**src/rtl/exec_div_ctrl_pkg.sv**
```systemverilog
// Shared constants for the Execute-stage divide sequencer: M-extension encodings and FSM states.
package exec_div_ctrl_pkg;

  localparam int unsigned XLEN = 32;

  localparam logic [6:0] FUNCT7_MULDIV = 7'b0000001;

  localparam logic [2:0] FUNCT3_DIV  = 3'b100;
  localparam logic [2:0] FUNCT3_DIVU = 3'b101;
  localparam logic [2:0] FUNCT3_REM  = 3'b110;
  localparam logic [2:0] FUNCT3_REMU = 3'b111;

  localparam logic [1:0] DIV_IDLE = 2'd0;
  localparam logic [1:0] DIV_BUSY = 2'd1;
  localparam logic [1:0] DIV_DONE = 2'd2;

  // True for the four divide/remainder encodings of the OP opcode.
  function automatic logic is_div_op(input logic [6:0] funct7, input logic [2:0] funct3);
    return (funct7 == FUNCT7_MULDIV) && funct3[2];
  endfunction

  function automatic logic op_is_signed(input logic [2:0] funct3);
    return (funct3 == FUNCT3_DIV) || (funct3 == FUNCT3_REM);
  endfunction

  function automatic logic op_is_rem(input logic [2:0] funct3);
    return (funct3 == FUNCT3_REM) || (funct3 == FUNCT3_REMU);
  endfunction

  function automatic logic [XLEN-1:0] cond_negate(input logic [XLEN-1:0] v, input logic neg);
    return neg ? (~v + 1'b1) : v;
  endfunction

endpackage

```
**src/rtl/exec_div_ctrl_div_step.sv**
```systemverilog
// One combinational restoring-division iteration on {rem, quo}.
module exec_div_ctrl_div_step
  import exec_div_ctrl_pkg::*;
(
  input  logic [XLEN-1:0] rem_i,
  input  logic [XLEN-1:0] quo_i,
  input  logic [XLEN-1:0] divisor_i,
  output logic [XLEN-1:0] rem_o,
  output logic [XLEN-1:0] quo_o
);

  logic [XLEN:0] shifted;
  logic [XLEN:0] diff;

  // rem < divisor always holds, so the shifted value fits 33 bits and diff[32] is the borrow.
  assign shifted = {rem_i, quo_i[XLEN-1]};
  assign diff    = shifted - {1'b0, divisor_i};

  assign quo_o = {quo_i[XLEN-2:0], ~diff[XLEN]};
  assign rem_o = diff[XLEN] ? shifted[XLEN-1:0] : diff[XLEN-1:0];

endmodule

```
**src/rtl/exec_div_ctrl.sv**
```systemverilog
// Execute-stage divide sequencer: stalls the pipeline for a 32-step restoring divide and
// returns a registered quotient/remainder with a one-cycle done pulse.
module exec_div_ctrl
  import exec_div_ctrl_pkg::*;
(
  input  logic            clk_i,
  input  logic            rst_i,
  input  logic            start_i,
  input  logic [2:0]      funct3_i,
  input  logic [XLEN-1:0] rs1_val_i,
  input  logic [XLEN-1:0] rs2_val_i,
  input  logic            flush_i,
  output logic            stall_o,
  output logic            done_o,
  output logic [XLEN-1:0] result_o,
  output logic            busy_o
);

  logic [1:0]      state_q, state_d;
  logic [4:0]      cnt_q, cnt_d;
  logic [XLEN-1:0] rem_q, rem_d;
  logic [XLEN-1:0] quo_q, quo_d;
  logic [XLEN-1:0] dvsr_q, dvsr_d;
  logic [XLEN-1:0] result_q, result_d;
  logic            neg_quo_q, neg_quo_d;
  logic            neg_rem_q, neg_rem_d;
  logic            sel_rem_q, sel_rem_d;

  logic            req_signed;
  logic            req_rem;
  logic            a_neg;
  logic            b_neg;
  logic            div_zero;
  logic            overflow;
  logic [XLEN-1:0] special_res;

  logic [XLEN-1:0] step_rem;
  logic [XLEN-1:0] step_quo;
  logic [XLEN-1:0] final_quo;
  logic [XLEN-1:0] final_rem;
  logic [XLEN-1:0] final_res;

  // Request decode, evaluated only while IDLE.
  assign req_signed = op_is_signed(funct3_i);
  assign req_rem    = op_is_rem(funct3_i);
  assign a_neg      = req_signed & rs1_val_i[XLEN-1];
  assign b_neg      = req_signed & rs2_val_i[XLEN-1];
  assign div_zero   = (rs2_val_i == '0);
  assign overflow   = req_signed && (rs1_val_i == 32'h8000_0000) && (rs2_val_i == 32'hFFFF_FFFF);

  always_comb begin
    special_res = '0;
    if (div_zero) begin
      special_res = req_rem ? rs1_val_i : 32'hFFFF_FFFF;
    end else if (overflow) begin
      special_res = req_rem ? 32'h0000_0000 : 32'h8000_0000;
    end
  end

  exec_div_ctrl_div_step u_div_step (
    .rem_i     (rem_q),
    .quo_i     (quo_q),
    .divisor_i (dvsr_q),
    .rem_o     (step_rem),
    .quo_o     (step_quo)
  );

  assign final_quo = cond_negate(step_quo, neg_quo_q);
  assign final_rem = cond_negate(step_rem, neg_rem_q);
  assign final_res = sel_rem_q ? final_rem : final_quo;

  always_comb begin
    state_d   = state_q;
    cnt_d     = cnt_q;
    rem_d     = rem_q;
    quo_d     = quo_q;
    dvsr_d    = dvsr_q;
    result_d  = result_q;
    neg_quo_d = neg_quo_q;
    neg_rem_d = neg_rem_q;
    sel_rem_d = sel_rem_q;

    case (state_q)
      DIV_IDLE: begin
        if (start_i && !flush_i) begin
          if (div_zero || overflow) begin
            result_d = special_res;
            state_d  = DIV_DONE;
          end else begin
            rem_d     = '0;
            quo_d     = cond_negate(rs1_val_i, a_neg);
            dvsr_d    = cond_negate(rs2_val_i, b_neg);
            cnt_d     = '0;
            neg_quo_d = a_neg ^ b_neg;
            neg_rem_d = a_neg;
            sel_rem_d = req_rem;
            state_d   = DIV_BUSY;
          end
        end
      end
      DIV_BUSY: begin
        rem_d = step_rem;
        quo_d = step_quo;
        cnt_d = cnt_q + 5'd1;
        if (cnt_q == 5'd31) begin
          result_d = final_res;
          state_d  = DIV_DONE;
        end
      end
      DIV_DONE: begin
        state_d = DIV_IDLE;
      end
      default: begin
        state_d = DIV_IDLE;
      end
    endcase

    // A killed instruction must never publish a result.
    if (flush_i) begin
      state_d  = DIV_IDLE;
      result_d = result_q;
    end
  end

  always_ff @(posedge clk_i or posedge rst_i) begin
    if (rst_i) begin
      state_q   <= DIV_IDLE;
      cnt_q     <= '0;
      rem_q     <= '0;
      quo_q     <= '0;
      dvsr_q    <= '0;
      result_q  <= '0;
      neg_quo_q <= 1'b0;
      neg_rem_q <= 1'b0;
      sel_rem_q <= 1'b0;
    end else begin
      state_q   <= state_d;
      cnt_q     <= cnt_d;
      rem_q     <= rem_d;
      quo_q     <= quo_d;
      dvsr_q    <= dvsr_d;
      result_q  <= result_d;
      neg_quo_q <= neg_quo_d;
      neg_rem_q <= neg_rem_d;
      sel_rem_q <= sel_rem_d;
    end
  end

  assign stall_o  = start_i && (state_q != DIV_DONE) && !flush_i && !rst_i;
  assign done_o   = (state_q == DIV_DONE);
  assign busy_o   = (state_q == DIV_BUSY);
  assign result_o = result_q;

endmodule

```
**config.mk**
```make
export PLATFORM = sky130hd
export DESIGN_NAME = exec_div_ctrl
export DESIGN_NICKNAME = d
export VERILOG_FILES = /design/src/rtl/exec_div_ctrl_pkg.sv /design/src/rtl/exec_div_ctrl_div_step.sv /design/src/rtl/exec_div_ctrl.sv
export SDC_FILE = /design/constraint.sdc
export NUM_CORES = 1
export LEC_CHECK = 0
export CAP_MARGIN = 20
export CELL_PAD_IN_SITES_DETAIL_PLACEMENT = 0
export CELL_PAD_IN_SITES_GLOBAL_PLACEMENT = 2
export CORE_MARGIN = 10
export CORE_UTILIZATION = 25
export DETAILED_ROUTE_END_ITERATION = 16
export PLACE_DENSITY = 0.68
export SYNTH_ARGS = -nofsm -noshare
export SYNTH_HDL_FRONTEND = slang
export SYNTH_SLANG_ARGS = --single-unit
```
**constraint.sdc**
```tcl
create_clock -name clk_i -period 6.8 [get_ports clk_i]
set_input_delay 1.36 -clock clk_i [delete_from_list [all_inputs] [get_ports clk_i]]
set_output_delay 1.36 -clock clk_i [all_outputs]
set_load 0.02 [all_outputs]
```
[Yosys cells after proc, flatten, opt, wreduce, memory -nomap -nowiden]
Index checks and enable logic that the tools add are counted.
Storage, ports and cells
  bits in registers: 138
  output and inout bits: 35
  logic and storage cells: 86
  input port bits: 71
Operators by class
  multiplexer cells: 28
  eq/ne operators: 15
  reductions and logical operators: 18
  bitwise logic cells: 10
  add/subtract/negate cells: 6
Operators by type and width (count)
  $mux W32: 17
  $pmux W32 S2: 3
  $add A32 B1 Y32 const B: 4
  $not A32 Y32: 4
  $eq A32 B32 Y1 const B: 2
  $sub A33 B32 Y33: 1
  $logic_not A32 Y1: 1
  $mux W5: 2
  $pmux W5 S2: 1
  $eq A3 B3 Y1 const B: 3
  $mux W2: 4
  $ne A2 B2 Y1 const B: 4
  $logic_and A1 B1 Y1: 6
  $reduce_and A3 Y1: 2
  $add A5 B1 Y5 const B: 1
  $eq A5 B5 Y1 const B: 1
  $reduce_and A5 Y1: 1
  $pmux W2 S2: 1
  $logic_or A1 B1 Y1: 3
  $ne A3 B2 Y1 const B: 1
  $ne A3 B3 Y1 const B: 1
  $not A1 Y1: 3
  $and A1 B1 Y1: 2
  $eq A2 B1 Y1 const B: 1
  7 further kinds: 8

[Longest topological paths before layout]
Gate-level depths: netlist (run 1).
  depth in word-level cells: 9
  gate-level depth with buffers: 26
  depth with buffers taken out: 24

[Cells and area by module]
A second synthesis (run 1) with hierarchy kept.
Unflattened totals
  cells, all modules: 1435
  area total of the unflattened synthesis: 11984.0 um^2
By module, submodules not included
  exec_div_ctrl: seq. area each 3453.3 um^2, area each 9392.8 um^2, times used 1, cells each 1099
  exec_div_ctrl_div_step: seq. area each 0.0 um^2, area each 2591.2 um^2, times used 1, cells each 336

[Worst setup path before layout (run 1)]
No wires, ideal clock.
  kind: register to register
  start: register quo_q[31]
  end: register result_q[26] (netlist: result_o[26])
  cell stages (with the launch flop): 25
  setup time: 0.087 ns
  data arrival time: 5.333 ns
  required time: 6.713 ns
  clock period less this slack: 5.419 ns
  setup slack: 1.381 ns
  cell sequence: dfrtp_1 -> inv_1 -> ha_1 -> inv_1 -> fa_1 -> a211o_1 -> a41o_4 -> o2111ai_4 -> a21oi_4 -> o21a_4 -> nor2_4 -> buf_6 -> buf_2 -> mux2i_1 -> ha_1 -> nand2b_1 -> or4b_2 -> nor2_1 -> or4b_2 -> o311a_1 -> a21oi_1 -> a21oi_1 -> nor3_1 -> a21oi_1 -> o211ai_1
On the way
  word-level cells in the longest chain between the ends: 8
  elaborated cells on any way between the ends: 12
  those cells by class: add/sub: 3; mux: 6; bitwise: 3
Ends and longest elaborated chain
  start, declared: line exec_div_ctrl.sv:22  | logic [XLEN-1:0] quo_q, quo_d;
  start signal, assigned: line exec_div_ctrl.sv:140  | quo_q <= quo_d;
  $sub A33 B32 Y33: line exec_div_ctrl_div_step.sv:17  | assign diff = shifted - {1'b0, divisor_i};
  $mux W32 or $not A1 Y1 (tied branches): line exec_div_ctrl_div_step.sv:20, exec_div_ctrl_div_step.sv:19
  $not A32 Y32: line exec_div_ctrl_pkg.sv:31  | return neg ? (~v + 1'b1) : v;
  $add A32 B1 Y32: line exec_div_ctrl_pkg.sv:31
  $mux W32: line exec_div_ctrl_pkg.sv:31
  $mux W32 (*): line exec_div_ctrl.sv:70  | assign final_res = sel_rem_q ? final_rem : final_quo;
  $mux W32 (*): line exec_div_ctrl.sv:105  | if (cnt_q == 5'd31) begin
  $pmux W32 S2 (*): line exec_div_ctrl.sv:83  | case (state_q)
  end signal, assigned: line exec_div_ctrl.sv:142  | result_q <= result_d;
  end, declared: line exec_div_ctrl.sv:24  | logic [XLEN-1:0] result_q, result_d;
Every way passes the cells marked *; elsewhere a longest branch is shown, timed or not. The select of a mux whose other input is x is not followed.
A chain may end at the register's enable or synchronous reset.

[Final worst setup path (run 1)]
  start: register rem_q[25]
  end: register result_q[26] (netlist: result_o[26])
On the way
  word-level cells in the longest chain between the ends: 8
  elaborated cells on any way between the ends: 12
  those cells by class: add/sub: 3; mux: 6; bitwise: 3
Ends and longest elaborated chain
  start, declared: line exec_div_ctrl.sv:21  | logic [XLEN-1:0] rem_q, rem_d;
  start signal, assigned: line exec_div_ctrl.sv:139  | rem_q <= rem_d;
  $sub A33 B32 Y33: line exec_div_ctrl_div_step.sv:17
  $mux W32 or $not A1 Y1 (tied branches): line exec_div_ctrl_div_step.sv:20, exec_div_ctrl_div_step.sv:19
  $not A32 Y32: line exec_div_ctrl_pkg.sv:31
  $add A32 B1 Y32: line exec_div_ctrl_pkg.sv:31
  $mux W32: line exec_div_ctrl_pkg.sv:31
  $mux W32 (*): line exec_div_ctrl.sv:70
  $mux W32 (*): line exec_div_ctrl.sv:105
  $pmux W32 S2 (*): line exec_div_ctrl.sv:83
Marks and branches as above.

==> flow_summary.yaml, run 1 <==
worst_setup_path:
  worstSetupPathType: "flip-flop to flip-flop"
  path_delay_family: "simple AND/OR/NAND/NOR gates"
  crit_path_top_delay_cell: "or4b_2"
  arrival_ps: 6270
  path_max_fanout: 30
  cp.required_ps: 7170
  path_cells: "ha_1 -> and3_1 -> nand2_1 -> or4_4 -> a21oi_4 -> o21a_4 -> nor2_4 -> inv_2 -> buf_4 -> nor2_1 -> a21oi_1 -> ha_1 -> nand2b_1 -> or4b_2 -> nor2_1 -> or4b_2 -> o311a_1 -> a21oi_1 -> a21oi_1 -> nor3_1 -> a21oi_1 -> o211ai_1"
  crit_path_end_kind: "flip-flop"
  cp-start-kind: "flip-flop"
  path_common_cell: "a21oi_1"
  path_buf_inv: 2
  cpPeakStageDelay_ps: 640
cells_and_area:
  layout-drive-gt1-share_pct: 6.558
  design_area_sq_mm: 0.01385
  nFillCells: 4967
  final_common_cell: "o21ai_0"
  nNetsFinal: 1638
  register_area_sq_mm: 0.003453
  syn2layout_area_growth_pct: 19.02
  final_cell_mix: "o21ai_0 (181), nand2_1 (176), dfrtp_1 (138)"
  multi_input_area_sq_mm: 0.007604
synthesis:
  synth_mux_area_share_pct: 2.506
  synth_top_family_by_area: "compound AO/OA/AOI/OAI gates"
  syn_nets: 1575
  synthArstFlopShare_pct: 100.0
  synth_cell_type_count: 88
  ys_seq_area_share_pct: 29.68
  yosys.area_share.adder_pct: 4.366
  avgSynthCellArea_sq_um: 7.947
  netlist_area_sq_mm: 0.01163
  synth_simple_gate_area_share_pct: 20.62
  synth-compound-area-share_pct: 27.72
  synth-edff-count: 0
  ys_ff_latch: 138
  synth_top_flop_cell: "dfrtp_1"
  ys_warn_count: 0
  synth_cells: 1464
  synth_xor_area_share_pct: 9.926
flow_run:
  drv_cap: 0
clock_tree:
  cts_buffer_depth: 2
  cts_max_level: 4
  clock_latency_ps: 460
  cts-buffers-inserted: 17
  cts_resized: 0
  cts_hold_buf: 0
  cts_tree: "built"
  cts.sinks: 138
  cts-root-buf: "clkbuf_16"
  post_cts_buffers: 0
  path_clk_slew_ps: 70
placed_design:
  place.port_buffers: 105
  place_hpwl_microns: 36930
  routabilityCongestion: 0.8396
  place_area_sq_mm: 0.01328
  place_ws_ps: 975.1
global_route:
  grt_pass1_vias: 11060
  grt_use_total_pct: 16.86
  gr-total-overflow: 0
  grt_pass1_wl_microns: 72770
  grt_start_max_net_pins: 98
  antenna_found_initial: 0
floorplanning:
  ioPinCount: 106
  row_count: 78
  die_area_sq_mm: 0.05557
  start_util_pct: 25.47
  die_w_microns: 235.7
  core_area_sq_mm: 0.04567
  fp.dieH_microns: 235.7
sta:
  fin_ws_ps: 894.7
  fmax_ghz: 0.1693
  fin_crit_sh_pct: 86.84
  fin_crit_ps: 5905
  rsz0062_at_grt: "false"
  tns_ps: 0
  slew_headroom_pct: 30.14
  final-setup-viol-count: 0
  worst_slew_pin_slew_ps: 1033
  skew_ps: 11.19
  drv_slew: 0
  hold_viol: 0
route:
  drt.antenna.violating_nets: 0
  vias: 11420
  via_per_inst: 5.332
  drcViolationCount: 0
  dr.pass1.iters: 8
  wl_microns: 48030
  drtIter0Drc: 949
  avgRoutedWirePerCell_microns: 22.44
outcome:
  status: "complete, no violations"
pwr:
  vdd_ir_drop_max_mv: 0.2384
  totalPowerFinal_mw: 5.930
  p_leak_nw: 5.488
  power.density_mw_per_mm2: 428.2
min_path:
  hold_path_class: "flip-flop to flip-flop"
[state kept, by name, indices dropped and copies added (netlist names)]
signal and count:
cnt_q 5, dvsr_q 32, neg_quo_q 1, neg_rem_q 1, quo_q 32, rem_q 32, result_o 32, sel_rem_q 1
state_q 2
[metal layers]
| metal | vias up | wire length, microns | GRT usage (%) |
|---|---|---|---|
| li1 | 5469 | - | - |
| met1 | 5543 | 22980 | 23.49 |
| met2 | 358 | 21340 | 25.83 |
| met3 | 45 | 2673 | 2.716 |
| met4 | 0 | 1038 | 5.559 |
| met5 | - | 0 | 0 |
[area by class of cell]
cell class / instances / share of cell area, %
multi-input combinational: 1176 / 54.91
sequential: 138 / 24.94
timing repair buffer: 125 / 8.791
tap: 600 / 5.421
clock buffer: 21 / 3.325
inverter: 69 / 1.906
clock inverter: 11 / 0.6957
antenna: 1 / 0.01807
[through the flow]
step	utilization, %	std cells	hold slack (ps)
5_1_grt	30.31	2140	529.7
6_report	30.32	2141	488.7
4_1_cts	30.29	2139	501.0
3_5_place_dp	29.07	2107	486.5
2_1_floorplan	-	1464	469.1
3_3_place_gp	29.07	2107	481.8
[logic make-up (layout without fill, tap and decap cells)]
logic type,after synthesis,after routing
XOR/XNOR,131,131
AO/OA/AOI/OAI,485,485
other,0,1
flip-flops,138,138
multiplexers,28,28
AND/OR/NAND/NOR,492,492
adder cells (fa/ha/maj),40,40
buffers and inverters,150,226
[synthesized netlist by cell type (17+ instances only)]
master	n	area share (%)
a21oi_1	93	4.0
a222oi_1	19	1.6
clkbuf_1	63	2.0
dfrtp_1	138	30
ha_1	39	4.2
inv_1	68	2.2
mux2i_1	21	1.8
nand2_1	176	5.7
nand3_1	28	1.2
nor2_1	103	3.3
nor3_1	37	1.6
nor4_1	18	0.97
o211ai_1	17	1.1
o21ai_0	181	7.8
o31ai_1	22	1.4
or3_1	30	1.6
xnor2_1	79	5.9
xor2_1	51	3.8
[final timing paths]
kind                       cells past startpoint        start  slack [ps]            to
max                                           22    rem_q[25]         890  result_o[26]
min                                            1  result_o[7]         490   result_o[7]
max reg2reg                                   22    rem_q[25]         890  result_o[26]
min reg2reg                                    1  result_o[7]         490   result_o[7]
max in group asynchronous                      3        rst_i        4030     neg_quo_q
min in group asynchronous                      2        rst_i        1520      cnt_q[3]
[power by group]
part           leakage, nW  internal, mW  switching (mW)  total (mW)
clock                0.261         0.520           0.416       0.936
sequential            1.80         0.992           0.243        1.23
combinational         3.43          1.32            2.44        3.76
total                 5.49          2.83            3.10        5.93
No activity file was read; power rests on OpenSTA's default activity.
==> inputs of run 2 (changes only) <==
--- a/config.mk
+++ b/config.mk
@@ -11,6 +11,7 @@
 export CORE_MARGIN = 10
 export CORE_UTILIZATION = 25
 export DETAILED_ROUTE_END_ITERATION = 16
+export GPL_ROUTABILITY_DRIVEN = 0
 export PLACE_DENSITY = 0.68
 export SYNTH_ARGS = -nofsm -noshare
 export SYNTH_HDL_FRONTEND = slang
==> results of run 2 <==
No change in the layout: final DEF, timing and power equal those of run 1.
==> inputs of run 3 (changes only) <==
--- a/config.mk
+++ b/config.mk
@@ -6,13 +6,13 @@
 export NUM_CORES = 1
 export LEC_CHECK = 0
 export CAP_MARGIN = 20
-export CELL_PAD_IN_SITES_DETAIL_PLACEMENT = 0
-export CELL_PAD_IN_SITES_GLOBAL_PLACEMENT = 2
+export CELL_PAD_IN_SITES_DETAIL_PLACEMENT = 1
+export CELL_PAD_IN_SITES_GLOBAL_PLACEMENT = 1
 export CORE_MARGIN = 10
 export CORE_UTILIZATION = 25
 export DETAILED_ROUTE_END_ITERATION = 16
 export GPL_ROUTABILITY_DRIVEN = 0
-export PLACE_DENSITY = 0.68
+export PLACE_DENSITY = 0.58
 export SYNTH_ARGS = -nofsm -noshare
 export SYNTH_HDL_FRONTEND = slang
 export SYNTH_SLANG_ARGS = --single-unit
==> flow_summary.yaml, run 3 (synthesis results as in run 1) <==
outcome:
  status: "complete, no violations"
global_route:
  grt_use_met1_pct: 23.39
  grt_pass1_vias: 12030
  met3_usage_pct: 2.378
  antenna_found_initial: 1
  gr-total-overflow: 0
  grt_pass1_wl_microns: 76870
  use_met2_pct: 29.13
  grt_use_total_pct: 17.64
  grt_start_max_net_pins: 94
  busiest_layer: "met2"
pwr:
  power.density_mw_per_mm2: 443.2
  vdd_ir_drop_max_mv: 0.2580
  p_leak_nw: 5.538
cells_and_area:
  layout-drive-gt1-share_pct: 6.749
  final_common_cell: "o21ai_0"
  diodes: 0
  final_util_pct: 30.50
  nNetsFinal: 1639
  final_cell_mix: "o21ai_0 (181), nand2_1 (176), dfrtp_1 (138)"
  syn2layout_area_growth_pct: 19.74
floorplanning:
  fp.dieH_microns: 235.7
  die_w_microns: 235.7
  ioPinCount: 106
  row_count: 78
  core_area_sq_mm: 0.04567
  die_area_sq_mm: 0.05557
  start_util_pct: 25.47
clock_tree:
  cts_tree: "built"
  post_cts_buffers: 0
  cts_resized: 0
  cts_buffer_depth: 2
  cts_hold_buf: 0
  cts-buffers-inserted: 17
  cts-root-buf: "clkbuf_16"
  cts.sinks: 138
  cts_max_level: 4
  path_clk_slew_ps: 70
  clock_latency_ps: 460
worst_setup_path:
  crit_path_end_kind: "flip-flop"
  cp-start-kind: "flip-flop"
  cp.required_ps: 7180
  path_max_fanout: 17
  r2r_setup_slack_ps: 810
  worstRegToRegCells: 24
  worstSetupPathType: "flip-flop to flip-flop"
  setup.worst_path.end: "result_o[26]"
  worstSetupStartpoint: "quo_q[31]"
  worstReg2RegStart: "quo_q[31]"
  r2r_end: "result_o[26]"
  arrival_ps: 6360
sta:
  tns_ps: 0
  fin_crit_ps: 5987
  final-setup-viol-count: 0
  fmax_ghz: 0.1670
  drv_slew: 0
  worst_slew_pin_slew_ps: 1050
  rsz0062_at_grt: "false"
  fin_crit_sh_pct: 88.04
  slew_headroom_pct: 29.76
  skew_ps: 14.64
  whs_ps: 478.3
  hold_viol: 0
route:
  drtIter0Drc: 1106
  vias: 11840
  wl_microns: 50350
  via_per_inst: 5.530
  avgRoutedWirePerCell_microns: 23.52
  drt.antenna.violating_nets: 0
  drcViolationCount: 0
  dr.pass1.iters: 5
flow_run:
  drv_cap: 0
min_path:
  min_from: "result_o[3]"
  hold_path_class: "flip-flop to flip-flop"
placed_design:
  place.port_buffers: 105
  place_hpwl_microns: 38880
## run 3: cell types whose count changed in the layout (fill, tap and decap cells not counted)
| cell | delta |
|---|---|
| buf_4 | +1 |
| bufinv_16 | +3 |
| clkbuf_1 | -2 |
| clkbuf_8 | -2 |
| clkinv_2 | -3 |
| clkinv_4 | +2 |
| clkinvlp_4 | -3 |
| diode_2 | -1 |
| inv_6 | +5 |
## run 3: cell type report
type | instances | area, sq um
fillers | 5483 | 31740
flip-flops and latches | 138 | 3453
inverters | 69 | 264.0
well taps | 600 | 750.7
multi-input cells | 1176 | 7604
clock buffers | 17 | 425.4
repair buffers | 126 | 1225
clock inverters | 15 | 210.2
## run 3: where the power goes
| part | internal [mW] | switching [mW] |
|---|---|---|
| clock network | 0.621 | 0.431 |
| registers | 0.992 | 0.257 |
| logic | 1.32 | 2.56 |
## run 3: how the worst min path moves through the flow
| stage | depth (start not counted) | end |
|---|---|---|
| floorplan | 1 | state_q[0] |
| global placement | 2 | result_o[0] |
| detailed placement | 1 | result_o[3] |
| CTS | 1 | result_o[3] |
| global route | 1 | result_o[3] |
| finish | 1 | result_o[3] |
## run 3: metal layers
| layer | wire, microns | up-vias |
|---|---|---|
| met3 | 2435 | 50 |
| li1 | - | 5462 |
| met4 | 1017 | 0 |
| met2 | 24070 | 329 |
| met5 | 0 | - |
| met1 | 22830 | 5998 |
## run 3: stage by stage
step / cells / setup WS (ps) / power [mW] / instance area, sq um
2_1_floorplan: 1464 / 1381 / 3.841 / 11630
3_3_place_gp: 2108 / 977.6 / 5.025 / 13290
3_5_place_dp: 2108 / 875.7 / 5.083 / 13290
4_1_cts: 2140 / 855.3 / 6.163 / 13920
5_1_grt: 2141 / 432.7 / 6.603 / 13930
6_report: 2141 / 813.5 / 6.174 / 13930
## run 3: critical path: stages, from the launching register on
cell and delay [ps]:
dfrtp_1 410, inv_1 70, ha_1 150, inv_1 60, fa_1 400, a211o_1 320, a41o_4 310, o2111ai_4 320
a21oi_4 150, nor3_4 610, nor2_4 80, inv_2 90, nor2_1 40, a21oi_1 220, ha_1 260, nand2b_1 80
or4b_2 640, nor2_1 180, or4b_2 600, o311a_1 160, a21oi_1 160, a21oi_1 140, nor3_1 230, a21oi_1 70
o211ai_1 180
